$ cat src/rtl/rx_core_arbiter.sv
// -----------------------------------------------------------------------------
// rx_core_arbiter
//
// Shares the single router core between NUM_PORTS RX units. A round-robin
// picker selects one requesting port, grants it through a one-hot rc_ready,
// waits for that port's one-cycle rx_has_data pulse, then issues a one-cycle
// core_start tagged with the port index. No further grant is made until the
// core reports core_done. A grant that sees no pulse within TIMEOUT cycles is
// abandoned with a one-cycle grant_err.
//
// Ports:
//   clk          system clock, rising edge
//   rst_n        asynchronous active-low reset
//   port_valid   per-port service request (level)
//   rx_has_data  per-port "packet captured" pulse from rx_handshake
//   rc_ready     one-hot grant to rx_handshake (registered)
//   core_start   one-cycle start pulse to the core
//   core_port    granted port index (0 while idle)
//   core_done    core finished current packet (looked at only while busy)
//   core_busy    high while the core owns a packet
//   grant_err    one-cycle pulse when a grant times out
//   served_cnt   packets handed to the core, wraps at 16 bits
// -----------------------------------------------------------------------------
module rx_core_arbiter #(
  parameter int NUM_PORTS = 4,
  parameter int PORT_W    = 2,
  parameter int TIMEOUT   = 15
) (
  input  logic                 clk,
  input  logic                 rst_n,
  input  logic [NUM_PORTS-1:0] port_valid,
  input  logic [NUM_PORTS-1:0] rx_has_data,
  output logic [NUM_PORTS-1:0] rc_ready,
  output logic                 core_start,
  output logic [PORT_W-1:0]    core_port,
  input  logic                 core_done,
  output logic                 core_busy,
  output logic                 grant_err,
  output logic [15:0]          served_cnt
);

  typedef enum logic [1:0] {
    S_IDLE  = 2'd0,
    S_GRANT = 2'd1,
    S_BUSY  = 2'd2
  } state_t;

  state_t                 state_q, state_d;
  logic [NUM_PORTS-1:0]   rc_ready_q, rc_ready_d;
  logic                   core_start_q, core_start_d;
  logic [PORT_W-1:0]      core_port_q, core_port_d;
  logic                   core_busy_q, core_busy_d;
  logic                   grant_err_q, grant_err_d;
  logic [15:0]            served_q, served_d;
  logic [PORT_W-1:0]      last_ptr_q, last_ptr_d;
  logic [7:0]             timer_q, timer_d;

  logic                   pick_found;
  logic [PORT_W-1:0]      pick_idx;

  // Round-robin search: start one past the last granted port and wrap, so the
  // most recently granted port is always looked at last.
  function automatic logic [PORT_W:0] rr_pick(
    input logic [NUM_PORTS-1:0] req,
    input logic [PORT_W-1:0]    last
  );
    logic              found;
    logic [PORT_W-1:0] idx;
    logic [PORT_W-1:0] cand_idx;
    int                cand;
    found = 1'b0;
    idx   = '0;
    for (int i = 1; i <= NUM_PORTS; i++) begin
      cand     = (int'(last) + i) % NUM_PORTS;
      cand_idx = PORT_W'(cand);
      if (!found && req[cand_idx]) begin
        found = 1'b1;
        idx   = cand_idx;
      end
    end
    return {found, idx};
  endfunction

  always_comb begin
    {pick_found, pick_idx} = rr_pick(port_valid, last_ptr_q);
  end

  // Next-state and next-output logic. Every output is a register, so the
  // values computed here appear one cycle later.
  always_comb begin
    state_d      = state_q;
    rc_ready_d   = rc_ready_q;
    core_start_d = 1'b0;
    core_port_d  = core_port_q;
    core_busy_d  = core_busy_q;
    grant_err_d  = 1'b0;
    served_d     = served_q;
    last_ptr_d   = last_ptr_q;
    timer_d      = timer_q;

    unique case (state_q)
      S_IDLE: begin
        rc_ready_d  = '0;
        core_busy_d = 1'b0;
        core_port_d = '0;
        if (pick_found) begin
          rc_ready_d  = NUM_PORTS'(1) << pick_idx;
          core_port_d = pick_idx;
          timer_d     = '0;
          state_d     = S_GRANT;
        end
      end

      S_GRANT: begin
        timer_d = timer_q + 8'd1;
        // Only the granted port's pulse counts; it also beats a timeout
        // landing in the same cycle.
        if (rx_has_data[core_port_q]) begin
          rc_ready_d   = '0;
          core_start_d = 1'b1;
          core_busy_d  = 1'b1;
          served_d     = served_q + 16'd1;
          state_d      = S_BUSY;
        end else if (timer_q == 8'(TIMEOUT - 1)) begin
          rc_ready_d  = '0;
          grant_err_d = 1'b1;
          last_ptr_d  = core_port_q;
          core_port_d = '0;
          state_d     = S_IDLE;
        end
      end

      S_BUSY: begin
        rc_ready_d  = '0;
        core_busy_d = 1'b1;
        if (core_done) begin
          last_ptr_d  = core_port_q;
          core_port_d = '0;
          core_busy_d = 1'b0;
          state_d     = S_IDLE;
        end
      end

      default: begin
        rc_ready_d  = '0;
        core_port_d = '0;
        core_busy_d = 1'b0;
        state_d     = S_IDLE;
      end
    endcase
  end

  always_ff @(posedge clk or negedge rst_n) begin
    if (!rst_n) begin
      state_q      <= S_IDLE;
      rc_ready_q   <= '0;
      core_start_q <= 1'b0;
      core_port_q  <= '0;
      core_busy_q  <= 1'b0;
      grant_err_q  <= 1'b0;
      served_q     <= '0;
      last_ptr_q   <= PORT_W'(NUM_PORTS - 1);
      timer_q      <= '0;
    end else begin
      state_q      <= state_d;
      rc_ready_q   <= rc_ready_d;
      core_start_q <= core_start_d;
      core_port_q  <= core_port_d;
      core_busy_q  <= core_busy_d;
      grant_err_q  <= grant_err_d;
      served_q     <= served_d;
      last_ptr_q   <= last_ptr_d;
      timer_q      <= timer_d;
    end
  end

  assign rc_ready   = rc_ready_q;
  assign core_start = core_start_q;
  assign core_port  = core_port_q;
  assign core_busy  = core_busy_q;
  assign grant_err  = grant_err_q;
  assign served_cnt = served_q;

endmodule

$ cat config.mk
export PLATFORM = sky130hd
export DESIGN_NAME = rx_core_arbiter
export DESIGN_NICKNAME = d
export VERILOG_FILES = /design/src/rtl/rx_core_arbiter.sv
export SDC_FILE = /design/constraint.sdc
export NUM_CORES = 1
export LEC_CHECK = 0
export ABC_AREA = 1
export CORE_MARGIN = 2
export CORE_UTILIZATION = 40
export CTS_CLUSTER_SIZE = 28
export DETAILED_ROUTE_END_ITERATION = 10
export DONT_BUFFER_PORTS = 1
export PLACE_DENSITY = 0.58
export SLEW_MARGIN = 25
export SYNTH_ARGS = -nofsm -noshare
export SYNTH_HDL_FRONTEND = slang
export SYNTH_SLANG_ARGS = --single-unit
$ cat constraint.sdc
create_clock -name clk -period 2.1 [get_ports clk]
set_clock_uncertainty 0.05 [all_clocks]
set_input_delay 0.21 -clock clk [delete_from_list [all_inputs] [get_ports clk]]
set_output_delay 0.21 -clock clk [all_outputs]
set_load 0.02 [all_outputs]
==> metrics.md, run 1 <==
| Metric | Value |
|---|---|
| Worst Setup End Kind | flop |
| Slew margin rel. | roughly 77% |
| Crit start category | flop |
| I/O pins | 36 |
| Share of cells above drive strength 1 | between 10 and 15% |
| Initial Util | 41.4% |
| Yosys reg bits | 37 |
| Leading cell type in the layout, fill and taps excluded | nand2_1 |
| Final min period | just under 2 ns |
| Die Height | 79.2 um |
| Fillcell total | 574 |
| Deepest clock path buffer count | 2 |
| Wire per inst | 12.3 um |
| Die area | 6280 um2 |
| Static leakage | 1.26 nW |
| TritonCTS clock tree | yes |
| GRT overflow | 0 |
| Initial antenna violation count | 0 |
| Synthesized area per cell | roughly 8 um2 |
| Vias | roughly 1800 |
| 1st-iter DRT viols | 52 |
| Pwr/cell area | 1300 nW/um2 |
| Clock Tree Root | clkbuf_8 |
| Post-Synthesis Cell Area | 2260 um2 |
| # clock sinks | 37 |
| Placer Congestion | 0.820 |
| DR pass1 iterations | 4 |
| Worst hold path depth | 3 |
| Antenna Cells | 0 |
| Max-cap check violation count | 0 |
| First-pass GRT wire length | between 8000 and 9000 um |
| Fmax | just over 0.5 GHz |
| DRC | 0 |
| Horiz. Die Dim | 79.2 um |
| Worst Reg2Reg Path Length in Cells | 9 |
| WS Path Type | reg2reg |
| GRT Total Usage | 16.2% |
| Hold Path Class | in2reg |
| Worst-Margin Slew | around 0.35 ns |
| P&R area growth vs syn | 10.0% |
| H-tree depth | 2 |
| DP Wirelength | 3390 um |
| Count of cell types in the netlist | 33 |
| Cells after synthesis | 283 |
| Worst-Skew Late Latency | 0.29 ns |
| Core footprint | 5470 um2 |
| Pins Over Slew Limit | 0 |
| Most frequent cells in the layout | 73 x nand2_1, 35 x dfrtp_1, 32 x inv_1, 23 x nand3_1, 21 x nor2_1 |
| Final hold viol count | 0 |
| Setup TNS | 0 ns |
| Nets | 308 |
| Cts bufs inserted | 5 |
| RSZ-0062 raised after global routing | no |
| Worst-path clk slew | 0.08 ns |
| Fin crit share | 91.8% |
| Row count | 27 |
| Synth warn | 0 |
| Vias per cell | 4.88 |
| Largest net degree at the start of global routing | 38 |
| IO buf count | 0 |
| Critical Path RT | 2.23 ns |
| CP arrival | 2.05 ns |
| Syn Nets | 300 |
| Post-route ant nets | 0 |
| Maximum VDD drop | 0.000626 V |
| Final setup viols | 0 |
| Hold slack | 0.106 ns |
| Status | completed |
| Vias in the first global route | about 1800 |
| Routed wire length | 4470 um |
| Register area share after synthesis | 41.0% |
| Setup Fix Bufs, Post-CTS | 0 |
| Crit-path max FO | 10 |
## where the power goes
group	leakage (nW)	internal (W)	switching (W)
Clock	0.0554	0.000357	0.000265
Combinational	0.719	0.000469	0.000939
Sequential	0.486	0.000895	0.000310
## per-stage QoR
stage               setup WS [ns]  total power (W)  instance area, um2  utilization [%]  instances
floorplan                   0.378          0.00233                2260                -        283
global placement            0.253          0.00261                2350             42.9        354
detailed placement          0.173          0.00263                2350             42.9        354
CTS                         0.153          0.00327                2490             45.5        364
global route               0.0253          0.00353                2490             45.5        364
finish                      0.173          0.00324                2490             45.5        364
## final timing paths
check / from / to / slack (ns)
worst max-delay path: last_ptr_q[0] / timer_q[6] / 0.17
worst min-delay path: core_done / core_busy / 0.11
worst max register to register: last_ptr_q[0] / timer_q[6] / 0.17
worst min register to register: state_q[1] / state_q[1] / 0.49
max in group asynchronous: rst_n / last_ptr_q[1] / 1.41
min in group asynchronous: rst_n / state_q[0] / 0.34
## layer usage
layer  routed length (um)  track usage, %  share of wire, %
met5                    0               0                 0
met4                   74            7.07               1.7
met3                  284            6.02               6.4
met2                 2040            26.3                46
met1                 2070            19.3                46
## flip-flops by register name, indices dropped and copies added, names as in the netlist
signal	count
grant_err	1
state_q	2
served_cnt	16
core_port	2
rc_ready	4
timer_q	8
core_busy	1
core_start	1
last_ptr_q	2
## worst max-delay path, cell delays in order, from the launching register on
cell	delay, ns
dfstp_2	0.68
nand2_1	0.11
nand3_1	0.13
nand2_2	0.10
nor2_8	0.14
nand2_4	0.06
o21ai_4	0.26
nand2_4	0.14
nand2_1	0.10
o21ai_2	0.05
## cell type report
cell class | instances | area, um2 | area share (%)
Clock buffer | 6 | 72.6 | 2.91
Clock inverter | 2 | 38.8 | 1.56
Inverter | 37 | 146 | 5.88
Multi-Input combinational cell | 205 | 1160 | 46.7
Sequential cell | 37 | 928 | 37.3
Tap cell | 72 | 90.1 | 3.62
Timing Repair Buffer | 5 | 52.6 | 2.11
## synthesized netlist by cell type (all sizes together)
master / number / area [um2]
nand2: 89 / 404
inv: 37 / 146
dfrtp: 35 / 876
nor2: 25 / 131
nand3: 24 / 125
xor2: 15 / 131
o21ai: 14 / 88.8
nand4: 10 / 62.6
ha: 6 / 75.1
nor3: 6 / 30.0
xnor2: 5 / 43.8
a21oi: 4 / 20.0
buf: 3 / 23.8
dfstp: 2 / 52.6
o21bai: 2 / 15.0
a211oi: 1 / 7.51
a21boi: 1 / 7.51
a31oi: 1 / 6.26
clkbuf: 1 / 3.75
nand3b: 1 / 7.51
or2: 1 / 6.26
## cell families after synthesis
kind of cell	after synthesis	synth area share [%]
XOR/XNOR	20	7.73
adder cells (fa/ha/maj)	6	3.31
buffers and inverters	41	7.68
flip-flops	37	41.0
AO/OA/AOI/OAI	23	6.41
AND/OR/NAND/NOR	156	33.9
## timing repair
action	in CTS	in global routing
hold endpoints to repair	37	0
hold buffers	2	0
resized for setup	0	0
(Power assumes the default switching activity.)
==> run 2: changes to the inputs <==
==> constraint.sdc (replaced) <==
create_clock -name clk -period 2.05 [get_ports clk]
set_clock_uncertainty 0.05 [all_clocks]
set_input_delay 0.205 -clock clk [delete_from_list [all_inputs] [get_ports clk]]
set_output_delay 0.205 -clock clk [all_outputs]
set_load 0.05 [all_outputs]
==> run 2 against run 1 <==
  * Cell count up 4.7%
  * Count of clock-buffer cells in the layout unchanged
  * Clock power shrank 18%
  * Global-route usage is essentially flat
  * Highest routed layer unchanged
==> metrics.md, run 2 (synthesis results as in run 1) <==
| Metric | Value |
|---|---|
| Vias per cell | 4.78 (-2.1%) |
| Met1 usage | 22.0% (+2.7 points) |
| Worst-Margin Slew | 0.535 ns (+0.186 ns) |
| FF-to-FF setup slack | 0.18 ns (about the same) |
| Maximum VDD drop | 0.000858 V (+37%) |
| Static leakage | 1.33 nW (+5.7%) |
| Row count | 27 (unchanged) |
| Placer Congestion | 0.824 (+0.54%) |
| Crit start category | flop |
| Hold slack | 0.0961 ns (-0.00991 ns) |
| Share of cells above drive strength 1 | 19.4% (+4.7 points) |
| Routed wire length | 4560 um (+2.1%) |
| Hold Path Class | in2reg |
| Final min period | 1.87 ns (-0.0554 ns) |
| Nets | 325 (+5.5%) |
| Initial Util | 41.4% (unchanged) |
| Initial antenna violation count | 0 (unchanged) |
| DR pass1 iterations | 4 (unchanged) |
| Vias | 1820 (+2.5%) |
| Post-route ant nets | 0 (unchanged) |
| Worst r2r src | last_ptr_q[0] |
| Status | completed |
| Pins Over Slew Limit | 0 (unchanged) |
| GRT overflow | 0 (unchanged) |
| Fillcell total | 568 (-1.0%) |
| Vias in the first global route | 1804 (-0.055%) |
| 1st-iter DRT viols | 122 (+130%) |
| Worst Reg2Reg Path Length in Cells | 11 (+2) |
| I/O pins | 36 (unchanged) |
| Slew margin rel. | 64.4% (-12 points) |
| Critical Path RT | 2.18 ns (-0.05 ns) |
| Most frequent cells in the layout | 73 x nand2_1, 35 x dfrtp_1, 32 x inv_1, 23 x nand3_1, 21 x nor2_1 |
| Die area | 6280 um2 (unchanged) |
| Worst Setup End Kind | flop |
| Fmax | 0.534 GHz (+3.0%) |
| Final setup viols | 0 (unchanged) |
| Worst-Skew Late Latency | 0.29 ns (about the same) |
| P&R area growth vs syn | 14.6% |
| TritonCTS clock tree | yes |
| Wire per inst | 12.0 um (-2.4%) |
| Cts bufs inserted | 5 (unchanged) |
| H-tree depth | 2 (unchanged) |
| Pwr/cell area | 1380 nW/um2 (+6.1%) |
| Crit-path max FO | 10 (unchanged) |
| Total power | 0.00357 W (+10%) |
| RSZ-0062 raised after global routing | no |
| Origin of the worst min-delay path | core_done |
| DP Wirelength | 3420 um (+0.70%) |
| WS Path Type | reg2reg |
| Antenna Cells | 0 (unchanged) |
| Horiz. Die Dim | 79.2 um (unchanged) |
| # clock sinks | 37 (unchanged) |
| Max FFs per register | 16 (unchanged) |
| Final hold viol count | 0 (unchanged) |
| Final Util | 47.4% (+1.9 points) |
| Clock Tree Root | clkbuf_8 |
| Non-Filler Instances | 381 (+4.7%) |
| First-pass GRT wire length | 8140 um (+1.4%) |
| Setup TNS | 0 ns (unchanged) |
| IO buf count | 0 (unchanged) |
| Largest net degree at the start of global routing | 38 (unchanged) |
| Fin crit share | 91.3% (-0.47 points) |
| Die Height | 79.2 um (unchanged) |
| Leading cell type in the layout, fill and taps excluded | nand2_1 |
| Hold EP | core_busy |
| Deepest clock path buffer count | 2 (unchanged) |
| Met3 usage | 4.55% (-1.5 points) |
| Total area of sequential cells | 928 um2 (unchanged) |
| Post-CTS resize count | 0 (unchanged) |
| DRC | 0 (unchanged) |
| Max-cap check violation count | 0 (unchanged) |
| Reg-to-reg endpoint | timer_q[7] |
| Worst-path clk slew | 0.08 ns (about the same) |
| CP arrival | 2.00 ns (-0.05 ns) |
| Worst hold path depth | 3 (unchanged) |
| Multi-input gate area | 1160 um2 (unchanged) |
| Core footprint | 5470 um2 (unchanged) |
| GR peak layer | met2 |
| GRT Total Usage | 16.2% (+0.021 points) |
| DP Cell Count | 369 (+4.2%) |
| Met2 Usage GRT | 25.3% (-1.0 points) |
-- run 2: how the worst max path moves through the flow --
stage	from	end	slack, ns	cells past startpoint
global route	last_ptr_q[0]	timer_q[5]	0.05	11
CTS	last_ptr_q[0]	timer_q[7]	0.12	11
floorplan	core_port[0]	served_cnt[12]	0.25	9
global placement	last_ptr_q[0]	timer_q[7]	0.21	11
detailed placement	last_ptr_q[0]	timer_q[7]	0.14	11
finish	last_ptr_q[0]	timer_q[7]	0.18	11
-- run 2: metrics by stage --
| step | worst slack (ns) | cell area (um2) |
|---|---|---|
| after global routing | 0.0475 | 2590 |
| after global placement | 0.207 | 2460 |
| after detailed placement | 0.138 | 2460 |
| after floorplan | 0.251 | 2260 |
| final | 0.178 | 2590 |
| after CTS | 0.117 | 2580 |
-- run 2: metal layers --
metal	wire [um]	up-vias
met5	0	-
met4	15	0
met3	225	2
met2	2090	31
met1	2230	833
li1	-	954
-- run 2: critical path, stage by stage (launching register included) --
cell and delay (ns):
dfstp_2 0.64, inv_8 0.07, nand2_2 0.08, nand2_4 0.06, nand2_4 0.07, nand2_4 0.07, nor2_8 0.10, nand2_4 0.06
o21ai_4 0.25, nand2_4 0.14, nand2_1 0.10, o21ai_2 0.05
-- run 2: layout make-up --
| type | instances | area share (%) |
|---|---|---|
| Clock buffer | 6 | 2.80 |
| Clock inverter | 2 | 0.579 |
| Inverter | 37 | 5.64 |
| Multi-Input combinational cell | 205 | 44.8 |
| Sequential cell | 37 | 35.8 |
| Tap cell | 72 | 3.47 |
| Timing Repair Buffer | 22 | 6.94 |
-- run 2: what timing repair did --
| item | in CTS | in global routing |
|---|---|---|
| buffers inserted | 0 | 2 |
| endpoints found under the hold margin | 37 | 0 |
| setup endpoints to repair | 0 | 1 |
| hold buffers | 2 | 0 |
-- run 2: report_power, final --
part           switching [W]  internal (W)
registers           0.000305      0.000917
clock network       0.000268      0.000240
logic                0.00127      0.000572
==> run 3: changes to the inputs <==
ABC_CLOCK_PERIOD_IN_PS = 2050   (was default)
==> results of run 3 <==
No change in the layout: final DEF, timing and power equal those of run 2.
